===== config.mk =====
export PLATFORM = sky130hd
export DESIGN_NAME = lfsr_rng_server
export DESIGN_NICKNAME = d
export VERILOG_FILES = /design/src/rtl/lfsr_pkg.sv /design/src/rtl/rr_arb.sv /design/src/rtl/lfsr_rng_server.sv
export SDC_FILE = /design/constraint.sdc
export NUM_CORES = 1
export LEC_CHECK = 0
export CAP_MARGIN = 10
export CORE_MARGIN = 5
export CORE_UTILIZATION = 50
export CTS_BUF_LIST = sky130_fd_sc_hd__clkbuf_4
export DETAILED_ROUTE_END_ITERATION = 10
export HOLD_SLACK_MARGIN = 0.05
export PLACE_DENSITY = 0.81
export SLEW_MARGIN = 20
export SYNTH_ARGS = -nofsm -noshare
export SYNTH_HDL_FRONTEND = slang
export SYNTH_SLANG_ARGS = --single-unit

===== constraint.sdc =====
create_clock -name clk -period 2.4 [get_ports clk]
set_input_delay 0.36 -clock clk [delete_from_list [all_inputs] [get_ports clk]]
set_output_delay 0.36 -clock clk [all_outputs]
set_load 0.005 [all_outputs]

===== src/rtl/lfsr_pkg.sv =====
// rtl/lfsr_pkg.sv - shared types, tap position and step function for the LFSR random server
package lfsr_pkg;

    // Feedback tap for the 18-bit state register c[17:0] (17-bit output).
    localparam int LFSR_TAP = 14;

    typedef enum logic {
        ST_WARM = 1'b0,
        ST_RUN  = 1'b1
    } lfsr_srv_state_t;

    // One XNOR LFSR step. All-ones is the lock-up state and never leaves itself.
    function automatic logic [17:0] lfsr17_next(input logic [17:0] c);
        return {c[16:0], ~(c[17] ^ c[LFSR_TAP])};
    endfunction

endpackage


===== src/rtl/rr_arb.sv =====
// rtl/rr_arb.sv - combinational round-robin pick starting after the last winner
// Ports:
//   req    in  NREQ          eligible requesters
//   last   in  $clog2(NREQ)  previous winner; search begins at last+1
//   any    out 1             at least one requester eligible
//   winner out $clog2(NREQ)  chosen index (equals last when any=0)
module rr_arb #(
    parameter int NREQ = 4
) (
    input  logic [NREQ-1:0]         req,
    input  logic [$clog2(NREQ)-1:0] last,
    output logic                    any,
    output logic [$clog2(NREQ)-1:0] winner
);
    localparam int IW = $clog2(NREQ);

    logic [IW-1:0] idx;

    // Walk from the farthest offset down to last+1 so the closest eligible
    // index after last is the final assignment that sticks.
    always_comb begin
        any    = 1'b0;
        winner = last;
        idx    = last;
        for (int k = NREQ; k >= 1; k--) begin
            idx = IW'((int'(last) + k) % NREQ);
            if (req[idx]) begin
                any    = 1'b1;
                winner = idx;
            end
        end
    end

endmodule


===== src/rtl/lfsr_rng_server.sv =====
// rtl/lfsr_rng_server.sv - one XNOR LFSR shared round-robin among NREQ requesters
// Ports:
//   clk, rst  clock; synchronous active-high reset
//   req       in  NREQ          per-requester request level
//   ack       out NREQ          registered one-hot grant pulse
//   dat       out WID           random value, valid while ack != 0
//   gnt_id    out $clog2(NREQ)  granted index, valid with ack
//   ready     out 1             serving requests (RUN state)
//   seed_ld   in  1             load seed this edge
//   seed      in  WID+1         new LFSR state
module lfsr_rng_server
    import lfsr_pkg::*;
#(
    parameter int             NREQ    = 4,
    parameter int             WID     = 17,
    parameter logic [WID:0]   RST_VAL = '0,
    parameter int             WARMUP  = 32
) (
    input  logic                    clk,
    input  logic                    rst,
    input  logic [NREQ-1:0]         req,
    output logic [NREQ-1:0]         ack,
    output logic [WID-1:0]          dat,
    output logic [$clog2(NREQ)-1:0] gnt_id,
    output logic                    ready,
    input  logic                    seed_ld,
    input  logic [WID:0]            seed
);
    localparam int IW  = $clog2(NREQ);
    localparam int WCW = (WARMUP < 2) ? 1 : $clog2(WARMUP + 1);
    localparam logic [WCW-1:0] WARM_INIT = WCW'(WARMUP);
    localparam lfsr_srv_state_t ST_INIT = (WARMUP == 0) ? ST_RUN : ST_WARM;

    lfsr_srv_state_t state, state_nxt;
    logic [WCW-1:0]  wcnt, wcnt_nxt;
    logic [WID:0]    c, c_step;
    logic [IW-1:0]   last, winner;
    logic            any, grant;

    assign c_step = {c[WID-1:0], ~(c[WID] ^ c[LFSR_TAP])};
    assign ready  = (state == ST_RUN);

    // A requester acked this cycle is masked so a held request is not served twice in a row.
    rr_arb #(.NREQ(NREQ)) u_arb (
        .req    (req & ~ack),
        .last   (last),
        .any    (any),
        .winner (winner)
    );

    always_ff @(posedge clk) begin
        if (rst) begin
            state <= ST_INIT;
            wcnt  <= WARM_INIT;
        end else begin
            state <= state_nxt;
            wcnt  <= wcnt_nxt;
        end
    end

    always_comb begin
        state_nxt = state;
        wcnt_nxt  = wcnt;
        grant     = 1'b0;
        if (seed_ld) begin
            state_nxt = ST_INIT;
            wcnt_nxt  = WARM_INIT;
        end else begin
            case (state)
                ST_WARM: begin
                    wcnt_nxt = wcnt - WCW'(1);
                    if (wcnt == WCW'(1)) state_nxt = ST_RUN;
                end
                ST_RUN:  grant = any;
                default: state_nxt = ST_INIT;
            endcase
        end
    end

    always_ff @(posedge clk) begin
        if (rst) begin
            c      <= RST_VAL;
            ack    <= '0;
            dat    <= '0;
            gnt_id <= '0;
            last   <= IW'(NREQ - 1);
        end else begin
            if (seed_ld) begin
                // All-ones would freeze the XNOR LFSR forever.
                c <= (seed == '1) ? RST_VAL : seed;
            end else begin
                c <= c_step;
            end
            ack <= grant ? (NREQ'(1) << winner) : '0;
            if (grant) begin
                gnt_id <= winner;
                dat    <= c[WID:1];
                last   <= winner;
            end
        end
    end

endmodule


# Word-level counts from Yosys, hierarchy flattened
# Index checks and enable logic that the tools add are counted.
# W data, S select, Z words.
[op_classes]
magnitude_cmp = 4
shift = 1
reduce_logical = 2
addsub = 5
muxes = 22
n_eq_ne = 2
bitwise_logic = 5
[op_table]
columns = ["cell", "n"]
rows = [
  ["$mux W18", 2],
  ["$eq A18 B18 Y1 const B", 1],
  ["$lt A2 B3 Y1 const B", 4],
  ["$mux W1", 12],
  ["$bmux W1 S2", 4],
  ["$mux W2", 4],
  ["$eq A6 B1 Y1 const B", 1],
  ["$sub A6 B1 Y6 const B", 1],
  ["$add A2 B1 Y2 const B", 2],
  ["$add A2 B2 Y2 const B", 2],
  ["$and A4 B4 Y4", 1],
  ["$not A4 Y4", 1],
  ["$reduce_or A2 Y1", 2],
  ["$shl A1 B2 Y4 const A", 1],
  ["$not A1 Y1", 2],
  ["$xor A1 B1 Y1", 1],
]
[word_totals]
input_bits = 25
reg_bits = 50
out_inout_bits = 24

# Logic depth before layout (Yosys ltp)
# Gate-level depths: netlist of run 1.
[depth]
ltp_word = 12
depth_mapped = 6
mapped_depth_nobuf = 6

# Modules after synthesis
# From an unflattened synthesis of run 1, not the netlist that was laid out.
[hier_totals]
cells_unflattened = 260
area_unflattened_um2 = 2245.9
[modules_own_cells]
columns = ["mod", "instances", "area_per_inst_um2", "cells_each", "seq_area_each_um2"]
rows = [
  ["lfsr_rng_server", 1, 2163.3, 246, 1001.0],
  ["rr_arb", 1, 82.6, 14, 0.0],
]

# Worst setup path after synthesis of run 1
# No wires, ideal clock.
[synth_path]
path_kind = "input -> register"
startpoint = "in req[2]"
endpoint = "reg last[0]"
cell_stages = 5
n_path_buf = 1
slack_ns = 1.007
arrival_ns = 1.270
cell_sequence = "nor2b_4 > o41a_4 > buf_6 > nor3_2 > a21oi_1"
[synth_between]
elab_chain_cells = 9
word_cells_on_any_way = 19
[synth_lines]
columns = ["item", "line_no", "source"]
rows = [
  ["start, declared", "lfsr_rng_server.sv:21", "input logic [NREQ-1:0] req,"],
  ["$and A4 B4 Y4 *", "lfsr_rng_server.sv:45", ".req (req & ~ack),"],
  ["$bmux W1 S2", "rr_arb.sv:27", "if (req[idx]) begin"],
  ["$mux W1 (implied by the code)", "rr_arb.sv:27", ""],
  ["$mux W1 (4 in series)", "rr_arb.sv:27", ""],
  ["$mux W1", "lfsr_rng_server.sv:69", "case (state)"],
  ["$mux W1", "lfsr_rng_server.sv:65", "if (seed_ld) begin"],
  ["end signal, assigned", "lfsr_rng_server.sv:86", "last <= IW'(NREQ - 1);"],
  ["end signal, assigned", "lfsr_rng_server.sv:98", "last <= winner;"],
  ["end, declared", "lfsr_rng_server.sv:37", "logic [IW-1:0] last, winner;"],
]
# Every way passes the cells marked *; elsewhere a longest branch is shown, timed or not. The select of a mux whose other input is x is not followed.
# A chain may end at the register's enable or synchronous reset.

# Worst setup path after layout of run 1
[layout_path]
startpoint = "reg state (netlist: ready)"
endpoint = "out ready"
[layout_lines]
columns = ["item", "line_no", "source"]
rows = [
  ["start, declared", "lfsr_rng_server.sv:34", "lfsr_srv_state_t state, state_nxt;"],
  ["start signal, assigned", "lfsr_rng_server.sv:56", "state <= state_nxt;"],
  ["end, declared", "lfsr_rng_server.sv:25", "output logic ready,"],
]
# No word-level cell between the ends.

==> impl_metrics.env, run 1 <==
export IMPL_gp_congestion=0.781
export IMPL_netlist_instances=208
export IMPL_critical_path_cell_chain="clkdlybuf4s50_1"
export IMPL_worst_path_stages=1
export IMPL_cts_resized=0
export IMPL_postCtsSetupBuffers=0
export IMPL_syn_nets=235
export IMPL_synth_warnings=0
export IMPL_dr_pass1_iters=5
export IMPL_startpoint_type="register"
export IMPL_grt_use_total_pct=17.0
export IMPL_yosysUniqueCellTypes=41
export IMPL_cp_max_fo=8
export IMPL_start_util_pct=50.9
export IMPL_post_dp_hpwl_mm=3.27
export IMPL_finalWirelength_mm=4.44
export IMPL_vias=1679
export IMPL_grt_antenna_before_repair=0
export IMPL_setup_tns_ns=0
export IMPL_grt_pass1_vias=1504
export IMPL_clk_pin_slew_ns=0.14
export IMPL_fin_worst_skew_ns=0.0134
export IMPL_die_w_um=73.6
export IMPL_vdd_drop_max_uv=334
export IMPL_h_tree_depth=2
export IMPL_die_y_um=73.6
export IMPL_fp_coreArea_sq_um=3970
export IMPL_maxSlewHeadroom_pct=46.5
export IMPL_status="finished, final reports clean"
export IMPL_slowest_stage="clkdlybuf4s50_1"
export IMPL_pin_count=49
export IMPL_via_per_inst=5.47
export IMPL_critPathRequiredTime_ns=2.04
export IMPL_rrSetupSlack_ns=0.88
export IMPL_final_cells=307
export IMPL_synth_seq_area_share_pct=49.5
export IMPL_final_nets=283
export IMPL_leakage_nw=0.962
export IMPL_path_buf_inv=1
export IMPL_drive_above_1_share_pct=10.5
export IMPL_final_hold_viol_count=0
export IMPL_rr_worst_depth=4
export IMPL_crit_path_end_kind="primary output"
export IMPL_hold_depth=2
export IMPL_grt_max_degree=26
export IMPL_clk_latency_ns=0.37
export IMPL_drc=0
export IMPL_fmax_mhz=566
export IMPL_ys_top_cells_by_area="dfxtp_1 (50%), a22o_1 (7.8%), nand2_1 (7.1%)"
export IMPL_cts_buffers=5
export IMPL_routedWlPerCell_um=14.5
export IMPL_setup_viol=0
export IMPL_maxCapViolCount=0
export IMPL_synth_area_sq_um=2020
export IMPL_cts_tree="yes"
export IMPL_grt_overflow=0
export IMPL_ys_ff_latch=50
export IMPL_worstSetupPathType="reg -> out"
export IMPL_rows=23
export IMPL_fin_crit_sh_pct=73.7
export IMPL_synth_ff_type="dfxtp_1"
export IMPL_detail_route_antenna_nets=0
export IMPL_p_total_mw=1.52
export IMPL_yosysMostFrequentCell="dfxtp_1"
export IMPL_worst_slew_pin_slew_ns=0.802
export IMPL_yosysTopAreaCell="dfxtp_1"
export IMPL_ys_top_cells_by_count="dfxtp_1 (50), nand2_1 (38), a21oi_1 (22)"
export IMPL_dieArea_sq_um=5420
export IMPL_cts_root_buffer="clkbuf_4"
export IMPL_area_growth_syn_to_layout_pct=29.2
export IMPL_placed_cells_incl_taps=299
export IMPL_crit_path_max_incr_delay_ns=0.56
export IMPL_drt_iter0_markers=139
export IMPL_rsz0062_at_grt="false"
export IMPL_slew_violations=0
export IMPL_clock_sinks=50
export IMPL_antenna_cells=0
export IMPL_worstPathArrival_ns=1.41
export IMPL_postCtsHoldBufs=0
export IMPL_synth_top_area_share_pct=49.5
export IMPL_grt_pass1_wl_mm=7.09
export IMPL_io_buffers=48
export IMPL_nFillCells=349
export IMPL_cellPowerDensity_nw_per_um2=582
export IMPL_hold_class="reg -> reg"
export IMPL_period_needed_ns=1.77
export IMPL_syn_mean_instance_area_sq_um=9.72
export IMPL_synth_edf_count=0
export IMPL_critical_path_top_delay_family="buffers and inverters"
export IMPL_cts_max_path_buffers=2
export IMPL_synthArstFlopShare_pct=0
[per-stage QoR]
stage / hold WS, ns / worst slack [ns] / instance area (sq um) / util, %
floorplan: 0.426 / 1.01 / 2020 / -
global placement: 0.440 / 0.496 / 2530 / 63.8
detailed placement: 0.447 / 0.464 / 2530 / 63.8
CTS: 0.468 / 0.611 / 2610 / 65.8
global route: 0.484 / 0.561 / 2610 / 65.8
finish: 0.465 / 0.632 / 2610 / 65.8
[cell families (layout without fill, tap and decap cells)]
group	Yosys count	after routing	synth area share, %
AND/OR/NAND/NOR	78	78	21.0
XOR/XNOR	6	6	2.60
AO/OA/AOI/OAI	58	58	22.0
flip-flops	50	50	49.5
adder cells (fa/ha/maj)	2	2	1.24
buffers and inverters	14	63	3.65
[area by class of cell]
cell class                      instances  area (sq um)  share of cell area [%]
Sequential cell                        50          1000                    38.3
Tap cell                               50          62.6                    2.39
Multi-Input combinational cell        144           947                    36.3
Timing Repair Buffer                   52           510                    19.5
Clock buffer                            5          37.5                    1.44
Inverter                                3          11.3                   0.431
Clock inverter                          3          42.5                    1.63
[tightest hold or removal path, stage by stage, from the launching register on]
cell,delay [ns]
dfxtp_1,0.33
nand2_1,0.05
a21oi_1,0.05
[power breakdown]
group / switching (mW) / leakage [nW] / total (mW) / internal (mW)
clock network: 0.265 / 0.0432 / 0.485 / 0.220
logic: 0.0703 / 0.512 / 0.158 / 0.0877
registers: 0.0200 / 0.408 / 0.878 / 0.858
[worst paths after layout]
| check | start | end |
|---|---|---|
| setup / recovery | ready | ready |
| hold / removal | dat[8] | dat[8] |
| setup reg to reg | last[1] | ack[3] |
| hold reg to reg | dat[8] | dat[8] |
[cells in the final DEF, fill, tap and decap left out, types with 2 or more instances in the layout]
master	instances
a21oi_1	22
nor3_2	2
clkbuf_4	5
a22o_1	18
xnor2_1	4
nand4_1	4
nand2b_1	5
nor3_1	2
ha_1	2
nor2_1	12
a211oi_1	2
clkdlybuf4s50_1	48
dfxtp_1	50
nand2_1	38
nor4_2	2
o211a_1	2
a31oi_1	2
buf_4	4
inv_1	3
and2b_1	2
xor2_1	2
a311oi_2	2
nor2b_4	3
[registers in the layout (all words and copies together) (netlist names)]
| signal | cells |
|---|---|
| c | 18 |
| ack | 4 |
| dat | 17 |
| gnt_id | 2 |
| wcnt | 6 |
| last | 2 |
| ready | 1 |
[routing by layer]
metal	wire [um]	part of all wire, %	track usage, %
met5	0	0	0
met2	2050	46	25.5
met4	108	2.4	9.26
met1	2070	47	23.1
met3	210	4.7	3.01
Power figures use the tool's default switching activity.
==> inputs of run 2 (changes only) <==
Settings changed: CORE_UTILIZATION 50 to 46, PLACE_DENSITY 0.81 to 0.78.
Clock period 2.4 ns to 1.54 ns, I/O delays scaled along.
==> impl_metrics.env, run 2 (same netlist as run 1, synthesis figures left out) <==
export IMPL_status="finished, final reports clean"
export IMPL_io_buffers=48
export IMPL_critical_path_cell_chain="clkdlybuf4s50_1"
export IMPL_finalWorstSetupSlack_ns=0.0517
export IMPL_p_total_mw=2.42
export IMPL_slowest_stage="clkdlybuf4s50_1"
export IMPL_final_nets=308
export IMPL_clk_latency_ns=0.37
export IMPL_fin_worst_skew_ns=0.00720
export IMPL_fin_util_pct=65.9
export IMPL_pre_cts_slack_ns=-0.269
export IMPL_pin_count=49
export IMPL_dieArea_sq_um=5820
export IMPL_cp_max_fo=2
export IMPL_startpoint_type="register"
export IMPL_hold_depth=2
export IMPL_h_tree_depth=2
export IMPL_final_area_sq_um=2850
export IMPL_crit_path_end_kind="primary output"
export IMPL_rsz0062_at_grt="true"
export IMPL_dr_pass1_iters=4
export IMPL_postCtsHoldBufs=0
export IMPL_fp_coreArea_sq_um=4320
export IMPL_grt_pass1_wl_mm=8.13
export IMPL_slew_violations=0
export IMPL_worstSetupPathType="reg -> out"
export IMPL_seq_area_sq_um=1010
export IMPL_cts_buffers=5
export IMPL_critPathRequiredTime_ns=1.31
export IMPL_worst_slew_pin_slew_ns=0.804
export IMPL_rows=24
export IMPL_cellPowerDensity_nw_per_um2=849
export IMPL_grt_overflow=0
export IMPL_hold_class="reg -> reg"
export IMPL_antenna_cells=0
export IMPL_area_growth_syn_to_layout_pct=40.8
export IMPL_grt_use_total_pct=16.7
export IMPL_drt_iter0_markers=145
export IMPL_vdd_drop_max_uv=484
export IMPL_maxCapViolCount=0
export IMPL_cts_max_path_buffers=2
export IMPL_worstPathArrival_ns=1.26
export IMPL_die_y_um=76.3
export IMPL_post_dp_hpwl_mm=3.48
export IMPL_multi_input_area_sq_um=951
export IMPL_final_hold_viol_count=0
export IMPL_drc=0
export IMPL_grt_pass1_vias=1744
export IMPL_crit_path_max_incr_delay_ns=0.51
export IMPL_placed_cell_area_sq_um=2730
export IMPL_reg_largest_list="c: 18 flops, dat: 17 flops, wcnt: 6 flops"
export IMPL_nFillCells=382
export IMPL_clk_pin_slew_ns=0.15
export IMPL_grt_max_degree=24
export IMPL_fin_crit_sh_pct=96.6
export IMPL_largest_reg_flops=18
export IMPL_via_per_inst=5.39
export IMPL_leakage_nw=1.12
export IMPL_layout_common_cells="clkdlybuf4s50_1 (45), dfxtp_1 (41), nand2_1 (38), buf_4 (27), a21oi_1 (21)"
export IMPL_mostFrequentLayoutCell="clkdlybuf4s50_1"
export IMPL_worst_path_stages=1
export IMPL_regMostFlops="c"
export IMPL_period_needed_ns=1.49
export IMPL_finalWirelength_mm=4.81
export IMPL_gp_congestion=0.776
export IMPL_maxSlewHeadroom_pct=46.4
export IMPL_setup_viol=0
export IMPL_start_util_pct=46.8
export IMPL_cts_root_buffer="clkbuf_4"
export IMPL_path_buf_inv=1
export IMPL_critical_path_top_delay_family="buffers and inverters"
export IMPL_setup_tns_ns=0
export IMPL_drive_above_1_share_pct=22.3
export IMPL_detail_route_antenna_nets=0
export IMPL_cts_tree="yes"
export IMPL_vias=1800
export IMPL_fmax_mhz=672
export IMPL_routedWlPerCell_um=14.4
export IMPL_grt_antenna_before_repair=0
export IMPL_rr_worst_depth=5
export IMPL_die_w_um=76.3
export IMPL_clock_sinks=50
[run 2: cell types whose count changed in the layout (fill, tap and decap cells not counted)]
cell	before	now
a21oi_1	22	21
a21oi_2	1	2
buf_12	0	2
buf_4	4	27
clkdlybuf4s50_1	48	45
clkinv_1	1	0
clkinvlp_4	0	2
dfxtp_1	50	41
dfxtp_2	0	8
dfxtp_4	0	1
dlygate4sd2_1	0	2
dlymetal6s2s_1	0	1
inv_6	1	0
[run 2: report_power, final]
group / internal, mW / total (mW) / switching [mW]
sequential: 1.34 / 1.37 / 0.0311
clock: 0.341 / 0.771 / 0.430
combinational: 0.164 / 0.280 / 0.115
total: 1.84 / 2.42 / 0.576
[run 2: layout make-up]
cell class                 count  share of cell area, %
clock buffer                   5                   1.32
clock inverter                 3                   1.58
inverter                       3                  0.395
multi-input combinational    144                   33.4
sequential                    50                   35.6
tap                           52                   2.28
timing repair buffer          77                   25.4
[run 2: per-stage QoR]
step	hold WS, ns	cells
6_report	0.467	334
5_1_grt	0.455	334
4_1_cts	0.452	334
3_5_place_dp	0.446	323
3_3_place_gp	0.434	323
2_1_floorplan	0.357	208
[run 2: worst paths after layout]
path	startpoint	end	slack, ns
max	gnt_id[0]	gnt_id[0]	0.05
min	dat[5]	dat[5]	0.47
max reg2reg	ack[2]	gnt_id[0]	0.05
min reg2reg	dat[5]	dat[5]	0.47
[run 2: per-layer routing]
layer  up-vias  GRT usage (%)  part of all wire [%]
met5         -              0                     0
met4         0           6.64                   2.4
met3        12           4.14                   5.2
met2        59           28.0                    49
met1       847           20.5                    43
li1        882              -                     -
[run 2: repair_timing]
action / 4_1_cts / 5_1_grt
setup buffers: 3 / 0
resized for setup: 7 / 7
endpoints found under the setup margin: 4 / 12
pin swaps: 0 / 0
[run 2: tightest hold or removal path: cells and delay by family, from the launching register on]
kind	cells	cell delay [ns]
DFF	1	0.34
and+or+nand+nor	1	0.05
AOI/OAI and AO/OA	1	0.05
